[src/rtl/mem_access_unit_pkg.sv]
// Shared encodings for the memory-stage access engine: size codes, mem_ctrl bit
// positions, FSM states and the alignment rule.
package mem_access_unit_pkg;

  localparam logic [1:0] SZ_WORD  = 2'b00;
  localparam logic [1:0] SZ_HALF  = 2'b01;
  localparam logic [1:0] SZ_BYTE  = 2'b10;
  localparam logic [1:0] SZ_BYTEU = 2'b11;

  localparam int unsigned MC_READ   = 0;
  localparam int unsigned MC_WRITE  = 1;
  localparam int unsigned MC_BRANCH = 2;

  typedef enum logic {
    ST_IDLE = 1'b0,
    ST_BUSY = 1'b1
  } state_e;

  function automatic logic is_aligned(input logic [1:0] size, input logic [1:0] addr_lo);
    logic ok;
    case (size)
      SZ_WORD: ok = (addr_lo == 2'b00);
      SZ_HALF: ok = (addr_lo[0] == 1'b0);
      default: ok = 1'b1;
    endcase
    return ok;
  endfunction

  // Lane offset actually used: halves ignore addr[0], words always start at lane 0.
  function automatic logic [1:0] lane_off(input logic [1:0] size, input logic [1:0] addr_lo);
    logic [1:0] off;
    case (size)
      SZ_WORD: off = 2'b00;
      SZ_HALF: off = {addr_lo[1], 1'b0};
      default: off = addr_lo;
    endcase
    return off;
  endfunction

endpackage

[src/rtl/mem_access_unit_lane_align.sv]
// mem_lane_align: byte enables and store replication for the request side,
// lane extraction and sign/zero extension for the load side.
module mem_lane_align
  import mem_access_unit_pkg::*;
(
  input  logic [1:0]  size_i,
  input  logic [1:0]  addr_lo_i,
  input  logic [31:0] wdata_i,
  output logic [3:0]  be_o,
  output logic [31:0] wdata_o,
  input  logic [1:0]  ld_size_i,
  input  logic [1:0]  ld_addr_lo_i,
  input  logic [31:0] rdata_i,
  output logic [31:0] rdata_o
);

  logic [1:0]  st_off_s;
  logic [1:0]  ld_off_s;
  logic [31:0] shifted_s;

  assign st_off_s  = lane_off(size_i, addr_lo_i);
  assign ld_off_s  = lane_off(ld_size_i, ld_addr_lo_i);
  assign shifted_s = rdata_i >> {ld_off_s, 3'b000};

  // Request-side enables and replicated store data.
  always_comb begin
    be_o    = 4'b0000;
    wdata_o = 32'h0000_0000;
    case (size_i)
      SZ_WORD: begin
        be_o    = 4'b1111;
        wdata_o = wdata_i;
      end
      SZ_HALF: begin
        be_o    = 4'b0011 << st_off_s;
        wdata_o = {2{wdata_i[15:0]}};
      end
      SZ_BYTE, SZ_BYTEU: begin
        be_o    = 4'b0001 << st_off_s;
        wdata_o = {4{wdata_i[7:0]}};
      end
      default: begin
        be_o    = 4'b0000;
        wdata_o = 32'h0000_0000;
      end
    endcase
  end

  // Load-side extraction from the lane recorded with the request.
  always_comb begin
    rdata_o = 32'h0000_0000;
    case (ld_size_i)
      SZ_WORD:  rdata_o = rdata_i;
      SZ_HALF:  rdata_o = {{16{shifted_s[15]}}, shifted_s[15:0]};
      SZ_BYTE:  rdata_o = {{24{shifted_s[7]}}, shifted_s[7:0]};
      SZ_BYTEU: rdata_o = {24'h00_0000, shifted_s[7:0]};
      default:  rdata_o = 32'h0000_0000;
    endcase
  end

endmodule

[src/rtl/mem_access_unit.sv]
// mem_access_unit: memory-stage req/ack engine with stall and load extraction.
// Define MEM_ALIGN_EXC_EN to trap misaligned accesses instead of issuing them.
module mem_access_unit
  import mem_access_unit_pkg::*;
#(
  parameter bit IDLE_ON_RESET = 1'b1
)
(
  input  logic        CLK,
  input  logic        RESET,
  input  logic [2:0]  mem_ctrl_i,
  input  logic [1:0]  size_i,
  input  logic [31:0] addr_i,
  input  logic [31:0] wdata_i,
  input  logic [31:0] bus_rdata_i,
  input  logic        bus_ack_i,
  output logic        bus_req_o,
  output logic        bus_we_o,
  output logic [31:0] bus_addr_o,
  output logic [3:0]  bus_be_o,
  output logic [31:0] bus_wdata_o,
  output logic        stall_o,
  output logic [31:0] rdata_o,
  output logic        rdata_valid_o,
  output logic        exc_align_o,
  output logic [31:0] exc_addr_o
);

  state_e      state_q, state_d;
  logic        req_s, is_write_s, aligned_s, stall_s, rst_active_s;
  logic        unused_branch_s;
  logic [3:0]  be_s;
  logic [31:0] wdata_rep_s, ld_data_s;

  logic        bus_req_q, bus_req_d;
  logic        bus_we_q, bus_we_d;
  logic [31:0] bus_addr_q, bus_addr_d;
  logic [3:0]  bus_be_q, bus_be_d;
  logic [31:0] bus_wdata_q, bus_wdata_d;
  logic [1:0]  ld_size_q, ld_size_d;
  logic [1:0]  ld_lo_q, ld_lo_d;
  logic [31:0] rdata_q, rdata_d;
  logic        rdata_valid_q, rdata_valid_d;

  assign req_s           = mem_ctrl_i[MC_READ] | mem_ctrl_i[MC_WRITE];
  assign is_write_s      = mem_ctrl_i[MC_WRITE];
  assign unused_branch_s = mem_ctrl_i[MC_BRANCH];
  assign rst_active_s    = ~RESET & IDLE_ON_RESET;

`ifdef MEM_ALIGN_EXC_EN
  logic        exc_align_q, exc_align_d;
  logic [31:0] exc_addr_q, exc_addr_d;
  assign aligned_s = is_aligned(size_i, addr_i[1:0]);
`else
  assign aligned_s = 1'b1;
`endif

  mem_lane_align u_lane (
    .size_i       (size_i),
    .addr_lo_i    (addr_i[1:0]),
    .wdata_i      (wdata_i),
    .be_o         (be_s),
    .wdata_o      (wdata_rep_s),
    .ld_size_i    (ld_size_q),
    .ld_addr_lo_i (ld_lo_q),
    .rdata_i      (bus_rdata_i),
    .rdata_o      (ld_data_s)
  );

  // FSM state register.
  always_ff @(posedge CLK or negedge RESET) begin
    if (!RESET) begin
      state_q <= ST_IDLE;
    end else begin
      state_q <= state_d;
    end
  end

  // FSM next state.
  always_comb begin
    state_d = state_q;
    case (state_q)
      ST_IDLE: begin
        if (req_s && aligned_s) state_d = ST_BUSY;
        else                    state_d = ST_IDLE;
      end
      ST_BUSY: begin
        if (bus_ack_i) state_d = ST_IDLE;
        else           state_d = ST_BUSY;
      end
      default: state_d = ST_IDLE;
    endcase
  end

  // FSM outputs: stall plus next values of the registered bus and result outputs.
  always_comb begin
    stall_s       = 1'b0;
    bus_req_d     = bus_req_q;
    bus_we_d      = bus_we_q;
    bus_addr_d    = bus_addr_q;
    bus_be_d      = bus_be_q;
    bus_wdata_d   = bus_wdata_q;
    ld_size_d     = ld_size_q;
    ld_lo_d       = ld_lo_q;
    rdata_d       = rdata_q;
    rdata_valid_d = 1'b0;
`ifdef MEM_ALIGN_EXC_EN
    exc_align_d   = 1'b0;
    exc_addr_d    = exc_addr_q;
`endif
    case (state_q)
      ST_IDLE: begin
        if (req_s && aligned_s) begin
          stall_s     = 1'b1;
          bus_req_d   = 1'b1;
          bus_we_d    = is_write_s;
          bus_addr_d  = {addr_i[31:2], 2'b00};
          bus_be_d    = be_s;
          bus_wdata_d = wdata_rep_s;
          ld_size_d   = size_i;
          ld_lo_d     = addr_i[1:0];
`ifdef MEM_ALIGN_EXC_EN
        end else if (req_s) begin
          exc_align_d = 1'b1;
          exc_addr_d  = addr_i;
`endif
        end else begin
          bus_req_d = 1'b0;
        end
      end
      ST_BUSY: begin
        if (bus_ack_i) begin
          bus_req_d = 1'b0;
          if (!bus_we_q) begin
            rdata_valid_d = 1'b1;
            rdata_d       = ld_data_s;
          end else begin
            rdata_valid_d = 1'b0;
          end
        end else begin
          stall_s   = 1'b1;
          bus_req_d = 1'b1;
        end
      end
      default: begin
        stall_s   = 1'b0;
        bus_req_d = 1'b0;
      end
    endcase
  end

  // Registered outputs, cleared asynchronously so an abandoned access vanishes at once.
  always_ff @(posedge CLK or negedge RESET) begin
    if (!RESET) begin
      bus_req_q     <= 1'b0;
      bus_we_q      <= 1'b0;
      bus_addr_q    <= 32'h0000_0000;
      bus_be_q      <= 4'b0000;
      bus_wdata_q   <= 32'h0000_0000;
      ld_size_q     <= SZ_WORD;
      ld_lo_q       <= 2'b00;
      rdata_q       <= 32'h0000_0000;
      rdata_valid_q <= 1'b0;
    end else begin
      bus_req_q     <= bus_req_d;
      bus_we_q      <= bus_we_d;
      bus_addr_q    <= bus_addr_d;
      bus_be_q      <= bus_be_d;
      bus_wdata_q   <= bus_wdata_d;
      ld_size_q     <= ld_size_d;
      ld_lo_q       <= ld_lo_d;
      rdata_q       <= rdata_d;
      rdata_valid_q <= rdata_valid_d;
    end
  end

`ifdef MEM_ALIGN_EXC_EN
  // Misalignment exception registers.
  always_ff @(posedge CLK or negedge RESET) begin
    if (!RESET) begin
      exc_align_q <= 1'b0;
      exc_addr_q  <= 32'h0000_0000;
    end else begin
      exc_align_q <= exc_align_d;
      exc_addr_q  <= exc_addr_d;
    end
  end
  assign exc_align_o = exc_align_q;
  assign exc_addr_o  = exc_addr_q;
`else
  assign exc_align_o = 1'b0;
  assign exc_addr_o  = 32'h0000_0000;
`endif

  assign bus_req_o     = bus_req_q;
  assign bus_we_o      = bus_we_q;
  assign bus_addr_o    = bus_addr_q;
  assign bus_be_o      = bus_be_q;
  assign bus_wdata_o   = bus_wdata_q;
  assign rdata_o       = rdata_q;
  assign rdata_valid_o = rdata_valid_q;
  assign stall_o       = ~rst_active_s & stall_s;

endmodule

[config.mk]
export PLATFORM = sky130hd
export DESIGN_NAME = mem_access_unit
export DESIGN_NICKNAME = d
export VERILOG_FILES = /design/src/rtl/mem_access_unit_pkg.sv /design/src/rtl/mem_access_unit_lane_align.sv /design/src/rtl/mem_access_unit.sv
export SDC_FILE = /design/constraint.sdc
export NUM_CORES = 1
export LEC_CHECK = 0
export CAP_MARGIN = 30
export CORE_ASPECT_RATIO = 0.8
export CORE_UTILIZATION = 38
export CTS_CLUSTER_DIAMETER = 30
export DETAILED_ROUTE_END_ITERATION = 10
export PLACE_DENSITY = 0.89
export SLEW_MARGIN = 25
export SYNTH_ARGS = -nofsm -noshare
export SYNTH_HDL_FRONTEND = slang
export SYNTH_HIERARCHICAL = 1
export SYNTH_SLANG_ARGS = --single-unit
[constraint.sdc]
create_clock -name CLK -period 1.95 [get_ports CLK]
set_clock_uncertainty 0.2 [all_clocks]
set_input_delay 0.39 -clock CLK [delete_from_list [all_inputs] [get_ports CLK]]
set_output_delay 0.39 -clock CLK [all_outputs]
set_load 0.05 [all_outputs]
==> implementation parameters <==
Parameter                              Value

Floorplanning
  Horizontal extent of the die    134 um
  Starting density of the core    0.390
  Total die area    0.0144 mm^2
  Boundary pin count    241
  Y dimension of the die    108 um
  Core outline area    0.0136 mm^2
  # rows    38

Hold path
  Worst Hold Endpoint    bus_req_o$_DFF_PN0_
  Critical hold path startpoint    bus_ack_i
  Worst hold-check path type    in -> reg
  Hold path cells    2

Clock network
  Clock slew at reported path FFs    0.07 ns
  Buffer levels on the longest clock path    2
  Clock tree root driver cell    clkbuf_16
  Clk sink count    105
  CTS tree    yes
  Insertion delay to the later sink of the worst-skew pair    0.35 ns
  H-tree lvl count    3
  Number of clock buffers inserted by TritonCTS    9

Worst setup path
  R2r endpoint    rdata_o[24]$_DFFE_PN0P_
  Max Fanout on Critical Path    8
  CP arrival    2.03 ns
  Maximum single-stage delay on the critical path    0.43 ns
  Reg2Reg Setup Slack    -0.04 ns
  Top Family by Delay on Critical Path    buffers and inverters
  Worst setup path start    bus_rdata_i[7]
  Highest-delay cell along the critical path    clkdlybuf4s50_1
  Setup CP Type    in -> reg
  Crit path cell chain    clkdlybuf4s50_1 -> mux2_4 -> a222oi_1 -> buf_4 -> buf_6 -> nand2_1 -> mux2_2
  Data required time at the worst endpoint    1.99 ns
  Source of the worst register-to-register timing path    ld_lo_q[0]$_DFFE_PN0P_
  Worst Reg2Reg Path Length in Cells    6
  Startpoint Class    input pin
  Endpoint kind of the worst setup timing path    flop
  Buf/Inv on CP    3

Yosys
  Top-area cell type share of the netlist area    0.495
  Avg Cell Area, Syn    12.8 um^2
  Register area share after synthesis    0.495
  Synth Register Bits    105
  Yosys cell types    35
  Post-Synthesis Cells    413
  Most area-consuming cells after synthesis    dfrtp_1 (50%), mux2_2 (27%), buf_4 (6.7%)
  Post-synth top area cell    dfrtp_1
  Warnings, synthesis    6
  Cell Area, Synth    0.00531 mm^2

Power
  Maximum VDD drop    1.06 mV
  Power Density    1390 mW/mm^2
  Static power due to leakage    0.00359 uW

Timing
  Total negative slack    -0.634 ns
  Finish-stage setup viols    17
  Final min period    1.99 ns
  Post-route fraction of the period consumed by the critical path    1.02
  Unrepaired setup endpoints after global routing    true
  Hold violation total from the final report    0
  Measured slew at the worst slew-check pin    0.597 ns
  Worst setup margin    -0.0420 ns
  Count of pins over their slew limit    0
  Worst slew margin    0.602
  Fmax    502 MHz

Run status
  Failing checks    negative setup slack
  Status    finished with violations

Routing
  Number of vias after detailed routing    4030
  Routed wirelength normalized by instance count    17.3 um
  Iter 0 DRT Violations    181
  Detailed-route wire length    14100 um
  Count of antenna-violating nets left after detailed routing    0
  Post-DR vias/cell    4.92
  Number of detailed-route iterations in the first pass    4
  Remaining design rule violation count    0

Global routing
  Wire length of the first global-routing pass    21900 um
  Initial antenna violation count    0
  All-layer global routing usage    0.198
  Via count of the first global-routing pass    4154
  Remaining global-route overflow    0
  Largest net degree at the start of global routing    106

Layout
  Share of final-layout standard cells stronger than drive strength 1    0.463
  Most used cells in the layout excluding fill and tap cells    buf_4 (129), mux2_2 (124), dfrtp_1 (103)
  Net count of the finished layout    738
  Layout-stage area growth over the synthesis result    44.7%
  Util after Layout    0.565
  Commonest non-fill, non-tap cell in the layout    buf_4
  N_diodes    0

Placed design
  IO Port Bufs    204
  Gpl congestion    0.943
  Detailed Place HPWL    10500 um

Run
  Max-capacitance violation count    0
==> cells by family (layout without fill, tap and decap cells) <==
kind of cell,count (synthesis),in the layout,share of synthesized area
flops,105,105,0.495
other cells,1,35,0.000707
simple gates,49,49,0.0403
mux,150,150,0.317
compound gates,37,37,0.0491
buf+inv,71,263,0.0974
==> worst reg2reg max path: cells and delay by family, from the launching register on <==
kind / cells / cell delay (ns)
AO/OA/AOI/OAI: 1 / 0.31
buffers and inverters: 2 / 0.32
flip-flops: 1 / 0.44
multiplexers: 2 / 0.56
AND/OR/NAND/NOR: 1 / 0.05
==> synth_stat cells <==
cell      number
mux4_2         1
clkbuf_1       7
mux2_2       125
buf_4         47
buf_8          1
clkinv_1       1
o22ai_1        3
or2_2          1
a22oi_1        1
mux2_1         6
o221ai_1       1
a21oi_1        7
buf_2          2
nand2b_1       1
a21o_1         1
nand2_2        1
inv_1          5
dfrtp_1      105
nor2_1         2
and3b_1        1
buf_6          8
conb_1         1
nor2b_1        2
nand3b_2       1
o21ai_0       11
o21bai_4       1
mux2_4         1
a211oi_1       4
nand2_1       38
mux2i_1       17
a22o_1         1
a222oi_1       4
nor3_1         1
a221o_1        3
nor3b_1        1
==> repair_timing <==
item | CTS | global route
setup buffers | 2 | 0
gates cloned | 2 | 0
resized for setup | 17 | 5
pin swaps | 2 | 3
endpoints found under the hold margin | 82 | 0
setup endpoints to repair | 22 | 25
hold buffers | 1 | 0
==> worst max-delay path by stage <==
stage                              endpoint  cells past startpoint
detailed placement  rdata_o[28]$_DFFE_PN0P_                      6
floorplan           rdata_o[31]$_DFFE_PN0P_                      7
CTS                 rdata_o[26]$_DFFE_PN0P_                      6
finish              rdata_o[24]$_DFFE_PN0P_                      7
global placement    rdata_o[15]$_DFFE_PN0P_                      6
global route        rdata_o[30]$_DFFE_PN0P_                      6
==> per-stage QoR <==
step	area [um^2]	hold WS, ns	power [uW]	std cells	worst slack [ns]
floorplan	5450	-0.106	7020	447	-0.0652
global placement	7300	0.277	8720	798	-0.417
detailed placement	7300	0.283	8830	798	-0.457
CTS	7660	0.303	10800	819	-0.0679
global route	7680	0.181	11100	819	-0.154
finish	7680	0.156	10700	819	-0.0420
==> flip-flops by register name (all words and copies together), names as in the netlist <==
register,cells
bus_wdata_o,32
rdata_o,32
bus_addr_o,30
bus_be_o,4
ld_lo_q,2
ld_size_q,2
bus_req_o,1
bus_we_o,1
rdata_valid_o,1
==> power by group <==
group          internal (uW)  leakage [uW]  total [uW]  switching [uW]
clock                    935      0.000149        1830             892
combinational           2000       0.00220        5580            3570
sequential              2850       0.00124        3270             420
==> metal layers <==
layer | share of wire | vias to the layer above | global-route usage
li1 | - | 1823 | -
met1 | 0.40 | 1994 | 0.227
met2 | 0.49 | 200 | 0.346
met3 | 0.097 | 13 | 0.0739
met4 | 0.013 | 0 | 0.0530
met5 | 0 | - | 0
==> final cells by class <==
type	instances	area (um^2)
Clock buffer	10	239
Clock inverter	6	56.3
Fill cell	1121	5920
Inverter	6	26.3
Multi-Input combinational cell	271	2330
Sequential cell	105	2630
Tap cell	180	225
Timing Repair Buffer	241	2170
Note: power is estimated with default switching activity, not from simulation.
